**src/rtl/rs_mult_div_pkg.sv**
```systemverilog
// Shared types for the multiply/divide reservation station: decoded control,
// station entry layout, issue payload and source-operand resolution at dispatch.
package rs_mult_div_pkg;

  localparam int RS_PHYS_REG_BITS = 6;
  localparam int RS_ROB_IDX_BITS  = 4;
  localparam int RS_NUM_ENTRIES   = 4;

  typedef struct packed {
    logic [6:0] opcode;
    logic [2:0] funct3;
    logic [6:0] funct7;
  } decode_info_t;

  typedef struct packed {
    logic                        valid;
    decode_info_t                info;
    logic [RS_PHYS_REG_BITS-1:0] rs1_paddr;
    logic [RS_PHYS_REG_BITS-1:0] rs2_paddr;
    logic                        rs1_rdy;
    logic                        rs2_rdy;
    logic [31:0]                 rs1_v;
    logic [31:0]                 rs2_v;
    logic [RS_PHYS_REG_BITS-1:0] rd_paddr;
    logic [RS_ROB_IDX_BITS-1:0]  rob_idx;
  } rs_md_entry_t;

  typedef struct packed {
    decode_info_t                info;
    logic [31:0]                 rs1_v;
    logic [31:0]                 rs2_v;
    logic [RS_PHYS_REG_BITS-1:0] rd_paddr;
    logic [RS_ROB_IDX_BITS-1:0]  rob_idx;
  } rs_md_issue_t;

  typedef struct packed {
    logic        rdy;
    logic [31:0] v;
  } src_t;

  // x0 reads as zero and is always ready; a matching broadcast in the dispatch
  // cycle supplies the value directly.
  function automatic src_t resolve_src(
    input logic [RS_PHYS_REG_BITS-1:0] tag,
    input logic                        rdy,
    input logic [31:0]                 v,
    input logic                        cdb_hit,
    input logic [RS_PHYS_REG_BITS-1:0] cdb_tag,
    input logic [31:0]                 cdb_v
  );
    src_t s;
    s.rdy = 1'b1;
    s.v   = v;
    if (!rdy) begin
      if (tag == '0) begin
        s.v = '0;
      end else if (cdb_hit && (tag == cdb_tag)) begin
        s.v = cdb_v;
      end else begin
        s.rdy = 1'b0;
        s.v   = '0;
      end
    end
    return s;
  endfunction

endpackage

```
**src/rtl/rs_mult_div_age.sv**
```systemverilog
// Age matrix: older_q[i][j] set means entry i was allocated before entry j.
// Grants the single ready entry that no other ready entry is older than.
module rs_age_matrix #(
  parameter int NUM_ENTRIES = 4
) (
  input  logic                   clk,
  input  logic                   rst,
  input  logic [NUM_ENTRIES-1:0] alloc_i,
  input  logic [NUM_ENTRIES-1:0] free_i,
  input  logic [NUM_ENTRIES-1:0] ready_i,
  output logic [NUM_ENTRIES-1:0] grant_o
);

  logic [NUM_ENTRIES-1:0][NUM_ENTRIES-1:0] older_q, older_d;

  always_comb begin
    older_d = older_q;
    for (int i = 0; i < NUM_ENTRIES; i++) begin
      if (free_i[i]) older_d[i] = '0;
    end
    // A new entry is younger than every other slot.
    for (int k = 0; k < NUM_ENTRIES; k++) begin
      if (alloc_i[k]) begin
        older_d[k] = '0;
        for (int i = 0; i < NUM_ENTRIES; i++) begin
          if (i != k) older_d[i][k] = 1'b1;
        end
      end
    end
  end

  always_comb begin
    grant_o = '0;
    for (int i = 0; i < NUM_ENTRIES; i++) begin
      grant_o[i] = ready_i[i];
      for (int j = 0; j < NUM_ENTRIES; j++) begin
        if ((j != i) && ready_i[j] && older_q[j][i]) grant_o[i] = 1'b0;
      end
    end
  end

  always_ff @(posedge clk) begin
    if (rst) older_q <= '0;
    else     older_q <= older_d;
  end

endmodule

```
**src/rtl/rs_mult_div.sv**
```systemverilog
// Reservation station for the mult/div unit: dispatch into the lowest free slot,
// CDB wakeup, oldest-ready select and a registered valid/ready issue stage.
// Handshake: a uop transfers to the FU on a rising edge where issue_valid && issue_ready;
// while issue_valid && !issue_ready the payload and issue_valid stay unchanged.
module rs_mult_div
  import rs_mult_div_pkg::*;
#(
  parameter int PHYS_REG_BITS = RS_PHYS_REG_BITS,
  parameter int ROB_IDX_BITS  = RS_ROB_IDX_BITS,
  parameter int NUM_ENTRIES   = RS_NUM_ENTRIES
) (
  input  logic                     clk,
  input  logic                     rst,
  input  logic                     flush,
  input  logic                     dispatch_valid,
  output logic                     dispatch_ready,
  input  decode_info_t             dispatch_info,
  input  logic [PHYS_REG_BITS-1:0] dispatch_rs1_paddr,
  input  logic [PHYS_REG_BITS-1:0] dispatch_rs2_paddr,
  input  logic                     dispatch_rs1_rdy,
  input  logic                     dispatch_rs2_rdy,
  input  logic [31:0]              dispatch_rs1_v,
  input  logic [31:0]              dispatch_rs2_v,
  input  logic [PHYS_REG_BITS-1:0] dispatch_rd_paddr,
  input  logic [ROB_IDX_BITS-1:0]  dispatch_rob_idx,
  input  logic                     cdb_valid,
  input  logic [PHYS_REG_BITS-1:0] cdb_paddr,
  input  logic [31:0]              cdb_data,
  output logic                     issue_valid,
  input  logic                     issue_ready,
  output decode_info_t             decode_info,
  output logic [31:0]              rs1_v,
  output logic [31:0]              rs2_v,
  output logic [PHYS_REG_BITS-1:0] rd_paddr,
  output logic [ROB_IDX_BITS-1:0]  rob_idx
);

  rs_md_entry_t entries_q [NUM_ENTRIES];
  rs_md_entry_t entries_d [NUM_ENTRIES];
  rs_md_entry_t new_entry, sel_entry;
  rs_md_issue_t out_q, out_d;
  logic         issue_valid_q, issue_valid_d;

  logic [NUM_ENTRIES-1:0] free_vec, ready_vec, alloc_oh, grant;
  logic                   cdb_hit, disp_fire, load;
  src_t                   src1, src2;

  always_comb begin
    for (int i = 0; i < NUM_ENTRIES; i++) begin
      free_vec[i]  = !entries_q[i].valid;
      ready_vec[i] = entries_q[i].valid && entries_q[i].rs1_rdy && entries_q[i].rs2_rdy;
    end
  end

  // Lowest set bit of the free vector picks the dispatch slot.
  assign alloc_oh       = free_vec & (~free_vec + NUM_ENTRIES'(1));
  assign dispatch_ready = |free_vec;
  assign cdb_hit        = cdb_valid && (cdb_paddr != '0);
  assign disp_fire      = dispatch_valid && dispatch_ready && !flush;
  assign load           = (|grant) && (!issue_valid_q || issue_ready) && !flush;

  rs_age_matrix #(.NUM_ENTRIES(NUM_ENTRIES)) u_age (
    .clk     (clk),
    .rst     (rst),
    .alloc_i (disp_fire ? alloc_oh : '0),
    .free_i  (load ? grant : '0),
    .ready_i (ready_vec),
    .grant_o (grant)
  );

  always_comb begin
    src1 = resolve_src(dispatch_rs1_paddr, dispatch_rs1_rdy, dispatch_rs1_v,
                       cdb_hit, cdb_paddr, cdb_data);
    src2 = resolve_src(dispatch_rs2_paddr, dispatch_rs2_rdy, dispatch_rs2_v,
                       cdb_hit, cdb_paddr, cdb_data);
    new_entry           = '0;
    new_entry.valid     = 1'b1;
    new_entry.info      = dispatch_info;
    new_entry.rs1_paddr = dispatch_rs1_paddr;
    new_entry.rs2_paddr = dispatch_rs2_paddr;
    new_entry.rs1_rdy   = src1.rdy;
    new_entry.rs2_rdy   = src2.rdy;
    new_entry.rs1_v     = src1.v;
    new_entry.rs2_v     = src2.v;
    new_entry.rd_paddr  = dispatch_rd_paddr;
    new_entry.rob_idx   = dispatch_rob_idx;
  end

  always_comb begin
    sel_entry = '0;
    for (int i = 0; i < NUM_ENTRIES; i++) begin
      if (grant[i]) sel_entry = entries_q[i];
    end
  end

  always_comb begin
    for (int i = 0; i < NUM_ENTRIES; i++) begin
      entries_d[i] = entries_q[i];
      if (cdb_hit && entries_q[i].valid) begin
        if (!entries_q[i].rs1_rdy && (entries_q[i].rs1_paddr == cdb_paddr)) begin
          entries_d[i].rs1_rdy = 1'b1;
          entries_d[i].rs1_v   = cdb_data;
        end
        if (!entries_q[i].rs2_rdy && (entries_q[i].rs2_paddr == cdb_paddr)) begin
          entries_d[i].rs2_rdy = 1'b1;
          entries_d[i].rs2_v   = cdb_data;
        end
      end
      if (load && grant[i])        entries_d[i].valid = 1'b0;
      if (disp_fire && alloc_oh[i]) entries_d[i]       = new_entry;
      if (flush)                   entries_d[i].valid = 1'b0;
    end
  end

  always_comb begin
    issue_valid_d = issue_valid_q && !issue_ready;
    out_d         = out_q;
    if (load) begin
      issue_valid_d  = 1'b1;
      out_d.info     = sel_entry.info;
      out_d.rs1_v    = sel_entry.rs1_v;
      out_d.rs2_v    = sel_entry.rs2_v;
      out_d.rd_paddr = sel_entry.rd_paddr;
      out_d.rob_idx  = sel_entry.rob_idx;
    end
    if (flush) issue_valid_d = 1'b0;
  end

  always_ff @(posedge clk) begin
    if (rst) begin
      for (int i = 0; i < NUM_ENTRIES; i++) entries_q[i] <= '0;
      issue_valid_q <= 1'b0;
      out_q         <= '0;
    end else begin
      for (int i = 0; i < NUM_ENTRIES; i++) entries_q[i] <= entries_d[i];
      issue_valid_q <= issue_valid_d;
      out_q         <= out_d;
    end
  end

  assign issue_valid = issue_valid_q;
  assign decode_info = out_q.info;
  assign rs1_v       = out_q.rs1_v;
  assign rs2_v       = out_q.rs2_v;
  assign rd_paddr    = out_q.rd_paddr;
  assign rob_idx     = out_q.rob_idx;

endmodule

```
**config.mk**
```make
export PLATFORM = sky130hd
export DESIGN_NAME = rs_mult_div
export DESIGN_NICKNAME = d
export VERILOG_FILES = /design/src/rtl/rs_mult_div_pkg.sv /design/src/rtl/rs_mult_div_age.sv /design/src/rtl/rs_mult_div.sv
export SDC_FILE = /design/constraint.sdc
export NUM_CORES = 1
export LEC_CHECK = 0
export CAP_MARGIN = 20
export CORE_MARGIN = 2
export CORE_UTILIZATION = 52
export DETAILED_ROUTE_END_ITERATION = 10
export PLACE_DENSITY = 0.73
export SKIP_LAST_GASP = 1
export SYNTH_ARGS = -nofsm -noshare
export SYNTH_HDL_FRONTEND = slang
export SYNTH_SLANG_ARGS = --single-unit
```
**constraint.sdc**
```tcl
create_clock -name clk -period 4.49 [get_ports clk]
set_input_delay 0.6735 -clock clk [delete_from_list [all_inputs] [get_ports clk]]
set_output_delay 0.6735 -clock clk [all_outputs]
set_load 0.02 [all_outputs]
```
==> results.md, run 1 <==
- Max-slew violations: 0
- Dpl cells: ~3900
- Ports: around 240
- Clk sink count: about 530
- Measured slew at the worst slew-check pin: 1121 ps
- Achievable Freq: 308.0 MHz
- Via-per-instance ratio: roughly 6.5
- Non-Filler Instances: about 4000
- Post-CTS Repair Setup Buffers: 0
- Fin crit share: between 70% and 80%
- R2r setup slk: roughly 1200 ps
- First-pass GRT wire length: 146000 um
- GRT overflow: 0
- 1st-iter DRT viols: 3088
- Rel. slew slack: about a quarter
- Worst path slowest cell: a2111oi_4
- Row Count: 83
- CP Launch Type: register
- DIE AREA: 53340 um^2
- Hold buffer count at cts: 0
- IO Port Bufs: approximately 240
- Int Power: 7.935 mW
- Switching part of the total: roughly a quarter
- Share of the synthesized area in the top cell type: between 30% and 40%
- Initial antenna violation count: 1
- Post-Route WL: between 90000 and 100000 um
- Combinational fraction of design power: roughly 7.7%
- RSZ-0062 raised after global routing: no
- Commonest non-fill, non-tap cell in the layout: dfxtp_1
- Clk buf depth: 3
- Cell family with most CP delay: simple AND/OR/NAND/NOR gates
- CTS tree: built
- Max stage delay on crit path: 860 ps
- Yosys reg bits: 528
- P per Cell Area: 336.2 nW/um^2
- Die height: approximately 230 um
- Post-cts sizing count: 0
- Final setup fails: 0
- Fraction of layout cells with a size suffix above 1: 7.479%
- Detailed-route DRC error count: 0
- Hpwl dp: 54820 um
- Kind of critical path: register to register
- Core box area: about 50000 um^2
- CTS clk-pin slew, worst paths: ~60 ps
- Pin count of the biggest net entering global routing: 168
- Chip width: between 200 and 250 um
- MaxCap Viol Count: 0
- Final ANT Viol Nets: 0
- Hold Path Class: register to register
- Average wire per standard cell: around 24 um
- Total CTS buffers: 56
- Status: completed
- Sw power: ~2.6 mW
- Final hold viol count: 0
- Post-synthesis cell type count: 56
- Clock Latency Late Sink: approximately 640 ps
- Warnings from Yosys: 0
- Synth Net Count: approximately 3500
- Initial core utilization: between 50% and 60%
- Final Util: ~61%
- Clock Skew: 22.10 ps
- Worst-path maximum fanout: 71
- Vias in the first global route: roughly 26000
- Fin Setup TNS: 0 ps
- Synth area leader: dfxtp_1
- Crit. End Element: register
- Clk network pwr share: ~47%
- Layout area overhead: 16.58%
- CTS H-Tree Depth: 2
- Drt first pass iters: 6
- GRT Total Usage: around a third
- Register area share after synthesis: 39.47%
- Sequential Power Share: between 40 and 50%
- Cells after Synth: approximately 3300
- Critical-path cell list: and3_1 -> a2111oi_4 -> nor4_1 -> nor2_4 -> buf_12 -> a31oi_1
- VDD IR-drop max: about 0.00033 V
- Minimum clock period: between 3000 and 4000 ps
- Nets: 3463
- DR vias: 26190
- Critical path arrival: around 3700 ps
- Routability cong.: ~0.89
- Root Driver: clkbuf_16
- Mapped Avg Cell Area: slightly above 8 um^2
- Post-synthesis instance area: about 27000 um^2
- Static Leak: 10.71 nW
- WP buf/inv: 1
- Commonest non-fill, non-tap cells in the layout: 528 x dfxtp_1, 444 x nand2_1, 375 x a21oi_1
- Req. time, crit path: 4970 ps
- Top cells by area, synth: dfxtp_1 39%, a21oi_1 7.0%, a211oi_1 6.7%
==> Yosys cell counts, drive strengths merged <==
library cell	count
a2111oi	33
a211o	91
a211oi	254
a21oi	375
a221oi	52
a311oi	1
a31oi	92
and2	19
and3	2
and4	4
and4b	1
buf	83
clkbuf	279
dfxtp	528
inv	124
mux2	38
mux2i	173
nand2	444
nand2b	4
nand3	96
nand4	19
nand4b	2
nor2	297
nor2b	1
nor3	78
nor3b	1
nor4	27
nor4bb	1
o2111ai	1
o211a	1
o211ai	3
o21ai	93
o41ai	32
or2	2
or3	3
or4	5
xnor2	42
xor2	18
==> kinds of logic after synthesis <==
| family | after synthesis | share of synthesized area (%) |
|---|---|---|
| and+or+nand+nor | 1006 | 16.15 |
| xor gates and xnor gates | 60 | 1.962 |
| AOI/OAI and AO/OA | 1028 | 26.57 |
| muxes | 211 | 8.358 |
| DFF | 528 | 39.47 |
| buffers and inverters | 486 | 7.498 |
==> final cells by class <==
cell class | instances | area, um^2
clock inverter | 21 | 272.8
multi-input combinational | 2305 | 14330
fill | 4371 | 19870
sequential | 528 | 10570
antenna | 1 | 2.502
tap | 680 | 850.8
inverter | 124 | 465.4
clock buffer | 79 | 1649
timing repair buffer | 299 | 3083
==> per-stage QoR <==
step / cell area, um^2 / total power, mW / hold slack, ps / setup slack, ps
3_3_place_gp: 29300 / 5.660 / 441.7 / 862.4
5_1_grt: 31220 / 10.75 / 468.3 / 1165
6_report: 31220 / 10.50 / 453.5 / 1243
3_5_place_dp: 29300 / 5.683 / 447.0 / 822.2
4_1_cts: 31220 / 10.49 / 455.9 / 1356
2_1_floorplan: 26780 / 5.327 / 436.6 / 1969
==> state kept, by name, indices dropped and copies added (netlist names) <==
register	count
rs1_v	32
issue_valid	1
u_age.older_q	12
rob_idx	4
rd_paddr	6
entries_q	424
decode_info	17
rs2_v	32
==> power by group through the flow <==
stage | Combinational (mW) | Sequential [mW] | Clock, mW
after global placement | 0.760 | 4.90 | 0
after detailed placement | 0.780 | 4.90 | 0
after global routing | 0.845 | 4.81 | 5.10
after floorplan | 0.437 | 4.89 | 0
after CTS | 0.784 | 4.80 | 4.91
final | 0.804 | 4.80 | 4.89
==> routing by layer <==
layer	share of wire [%]	track usage [%]
met1	39	43.79
met2	45	54.96
met3	9.9	6.719
met4	6.2	20.60
met5	0	0
==> worst min-delay path, delay by kind of cell (launching register included) <==
family	cells	cell delay [ps]
AO/OA/AOI/OAI	1	50
flip-flops	1	310
AND/OR/NAND/NOR	1	50
==> path summary, 6_finish.rpt <==
kind | from | cells after the start | end
hold reg to reg | entries_q[0][101] | 2 | entries_q[0][101]
setup reg to reg | entries_q[2][105] | 6 | decode_info[4]
setup / recovery | entries_q[2][105] | 6 | decode_info[4]
hold / removal | entries_q[0][101] | 2 | entries_q[0][101]
(Power assumes the default switching activity.)
==> run 2: changes to the inputs <==
- clock period: 4.49 -> 3.3 ns (I/O delays scaled with it)
==> run 2 against run 1 <==
  * Wire length is 0.40% higher
  * Global-route usage is 0.37 points higher
  * Power is 39% higher
  * Fmax is 20% higher
  * Sequential power is 36% higher
  * First-iteration DRC count is 4.6% lower
  * Design area is 2.6% higher
  * Die area stayed put
  * Via count is 0.98% higher
  * Worst setup slack worse by 660 ps
  * Count of clock-buffer cells in the layout stayed put
==> results.md, run 2 (synthesis results as in run 1) <==
- Core box area: 51090 um^2 (unchanged)
- Post-Route WL: 95930 um (+0.40%)
- Pin count of the biggest net entering global routing: 146 (-13%)
- Initial antenna violation count: 0 (-1)
- CTS H-Tree Depth: 2 (unchanged)
- Row Count: 83 (unchanged)
- CTS tree: built
- Final setup fails: 0 (unchanged)
- First-pass GRT wire length: 148100 um (+1.5%)
- MaxCap Viol Count: 0 (unchanged)
- Hold slack: 414.6 ps (-38.91 ps)
- Clock Latency Late Sink: 630 ps (about the same)
- Top reg by flops: entries_q
- Fraction of layout cells with a size suffix above 1: 9.208% (+1.7 points)
- Clk sink count: 528 (unchanged)
- Ports: 242 (unchanged)
- Rel. slew slack: 33.02% (+7.8 points)
- Final Util: 62.70% (+1.6 points)
- Post-CTS Repair Setup Buffers: 0 (unchanged)
- Critical-path cell list: and3_1 -> and4_4 -> nor4_1 -> nor2_4 -> buf_12 -> a31oi_1
- Vias in the first global route: 25960 (+0.76%)
- Die height: 230.9 um (unchanged)
- DR vias: 26450 (+0.98%)
- Commonest non-fill, non-tap cell in the layout: dfxtp_1
- Dpl cells: 3996 (+1.5%)
- 1st-iter DRT viols: 2946 (-4.6%)
- Hold buffer count at cts: 0 (unchanged)
- Worst-path maximum fanout: 81 (+14%)
- DIE AREA: 53340 um^2 (unchanged)
- Critical path arrival: 3170 ps (-560 ps)
- Pre-CTS setup slack: 117.4 ps (-704.9 ps)
- Final ANT Viol Nets: 0 (unchanged)
- Chip width: 230.9 um (unchanged)
- Hold Path Class: input pin to register
- Status: completed
- Tot Pwr: 14.56 mW (+39%)
- P per Cell Area: 454.4 nW/um^2 (+35%)
- Hpwl dp: 57470 um (+4.8%)
- Via-per-instance ratio: 6.448 (-0.62%)
- Area occupied by multi-input gates: 14330 um^2 (unchanged)
- Storage element area: 10570 um^2 (unchanged)
- Kind of critical path: register to register
- Minimum clock period: 2712 ps (-534.7 ps)
- Commonest non-fill, non-tap cells in the layout: 528 x dfxtp_1, 444 x nand2_1, 375 x a21oi_1
- CTS clk-pin slew, worst paths: 60 ps (about the same)
- Average wire per standard cell: 23.39 um (-1.2%)
- Clock Skew: 28.47 ps (+6.375 ps)
- Req. time, crit path: 3760 ps (-1210 ps)
- Max-slew violations: 0 (unchanged)
- CP Launch Type: register
- Setup ws final: 587.5 ps (-655.3 ps)
- Initial core utilization: 52.42% (unchanged)
- Total CTS buffers: 56 (unchanged)
- IO Port Bufs: 241 (unchanged)
- Nets: 3523 (+1.7%)
- Finished Cell Area: 32040 um^2 (+2.6%)
- VDD IR-drop max: 0.0003736 V (+12%)
- Static Leak: 11.14 nW (+3.9%)
- FILL cells: 4342 (-0.66%)
- Placed inst area: 30030 um^2 (+2.5%)
- RSZ-0062 raised after global routing: no
- Crit. End Element: register
- GRT Total Usage: 35.04% (+0.37 points)
- Measured slew at the worst slew-check pin: 1005 ps (-116.7 ps)
- Clk buf depth: 3 (unchanged)
- Routability cong.: 0.9034 (+0.98%)
- Achievable Freq: 368.7 MHz (+20%)
- Fin Setup TNS: 0 ps (unchanged)
- Worst path slowest cell: and4_4
- Drt first pass iters: 6 (unchanged)
- Post-cts sizing count: 0 (unchanged)
- Fin crit share: 82.20% (+9.9 points)
- GRT overflow: 0 (unchanged)
- Detailed-route DRC error count: 0 (unchanged)
- Max stage delay on crit path: 630 ps (-230 ps)
- Layout area overhead: 19.63%
- Max reg flops: 424 (unchanged)
- Non-Filler Instances: 4102 (+1.6%)
- Final hold viol count: 0 (unchanged)
- Root Driver: clkbuf_16
==> run 2: worst max-delay path: cells and delay by family (launching register included) <==
kind | cells | cell delay [ps]
AND/OR/NAND/NOR | 4 | 1320
buffers and inverters | 1 | 400
flip-flops | 1 | 580
AO/OA/AOI/OAI | 1 | 190
==> run 2: path summary, 6_finish.rpt <==
kind,start,endpoint,slack [ps],depth (start not counted)
setup / recovery,entries_q[2][105],rs2_v[22],590,6
hold / removal,rst,entries_q[3][98],410,2
setup reg to reg,entries_q[2][105],rs2_v[22],590,6
hold reg to reg,entries_q[1][90],entries_q[1][90],450,2
==> run 2: cell type report <==
| class | instances | area share [%] |
|---|---|---|
| antenna | 1 | 0.007811 |
| clock buffer | 79 | 5.116 |
| clock inverter | 26 | 1.160 |
| inverter | 124 | 1.453 |
| multi-input combinational | 2305 | 44.73 |
| sequential | 528 | 32.99 |
| tap | 680 | 2.656 |
| timing repair buffer | 359 | 11.89 |
==> run 2: metal layers <==
| metal | global-route usage (%) | routed length [um] |
|---|---|---|
| met1 | 44.20 | 36840 |
| met2 | 56.02 | 43570 |
| met3 | 6.126 | 9728 |
| met4 | 21.07 | 5796 |
| met5 | 0 | 0 |
==> run 2: report_power, final <==
group | internal, mW | switching [mW] | total [mW]
Combinational | 0.430 | 0.714 | 1.14
Clock | 4.16 | 2.72 | 6.88
Sequential | 6.47 | 0.0587 | 6.53
Total | 11.1 | 3.50 | 14.6
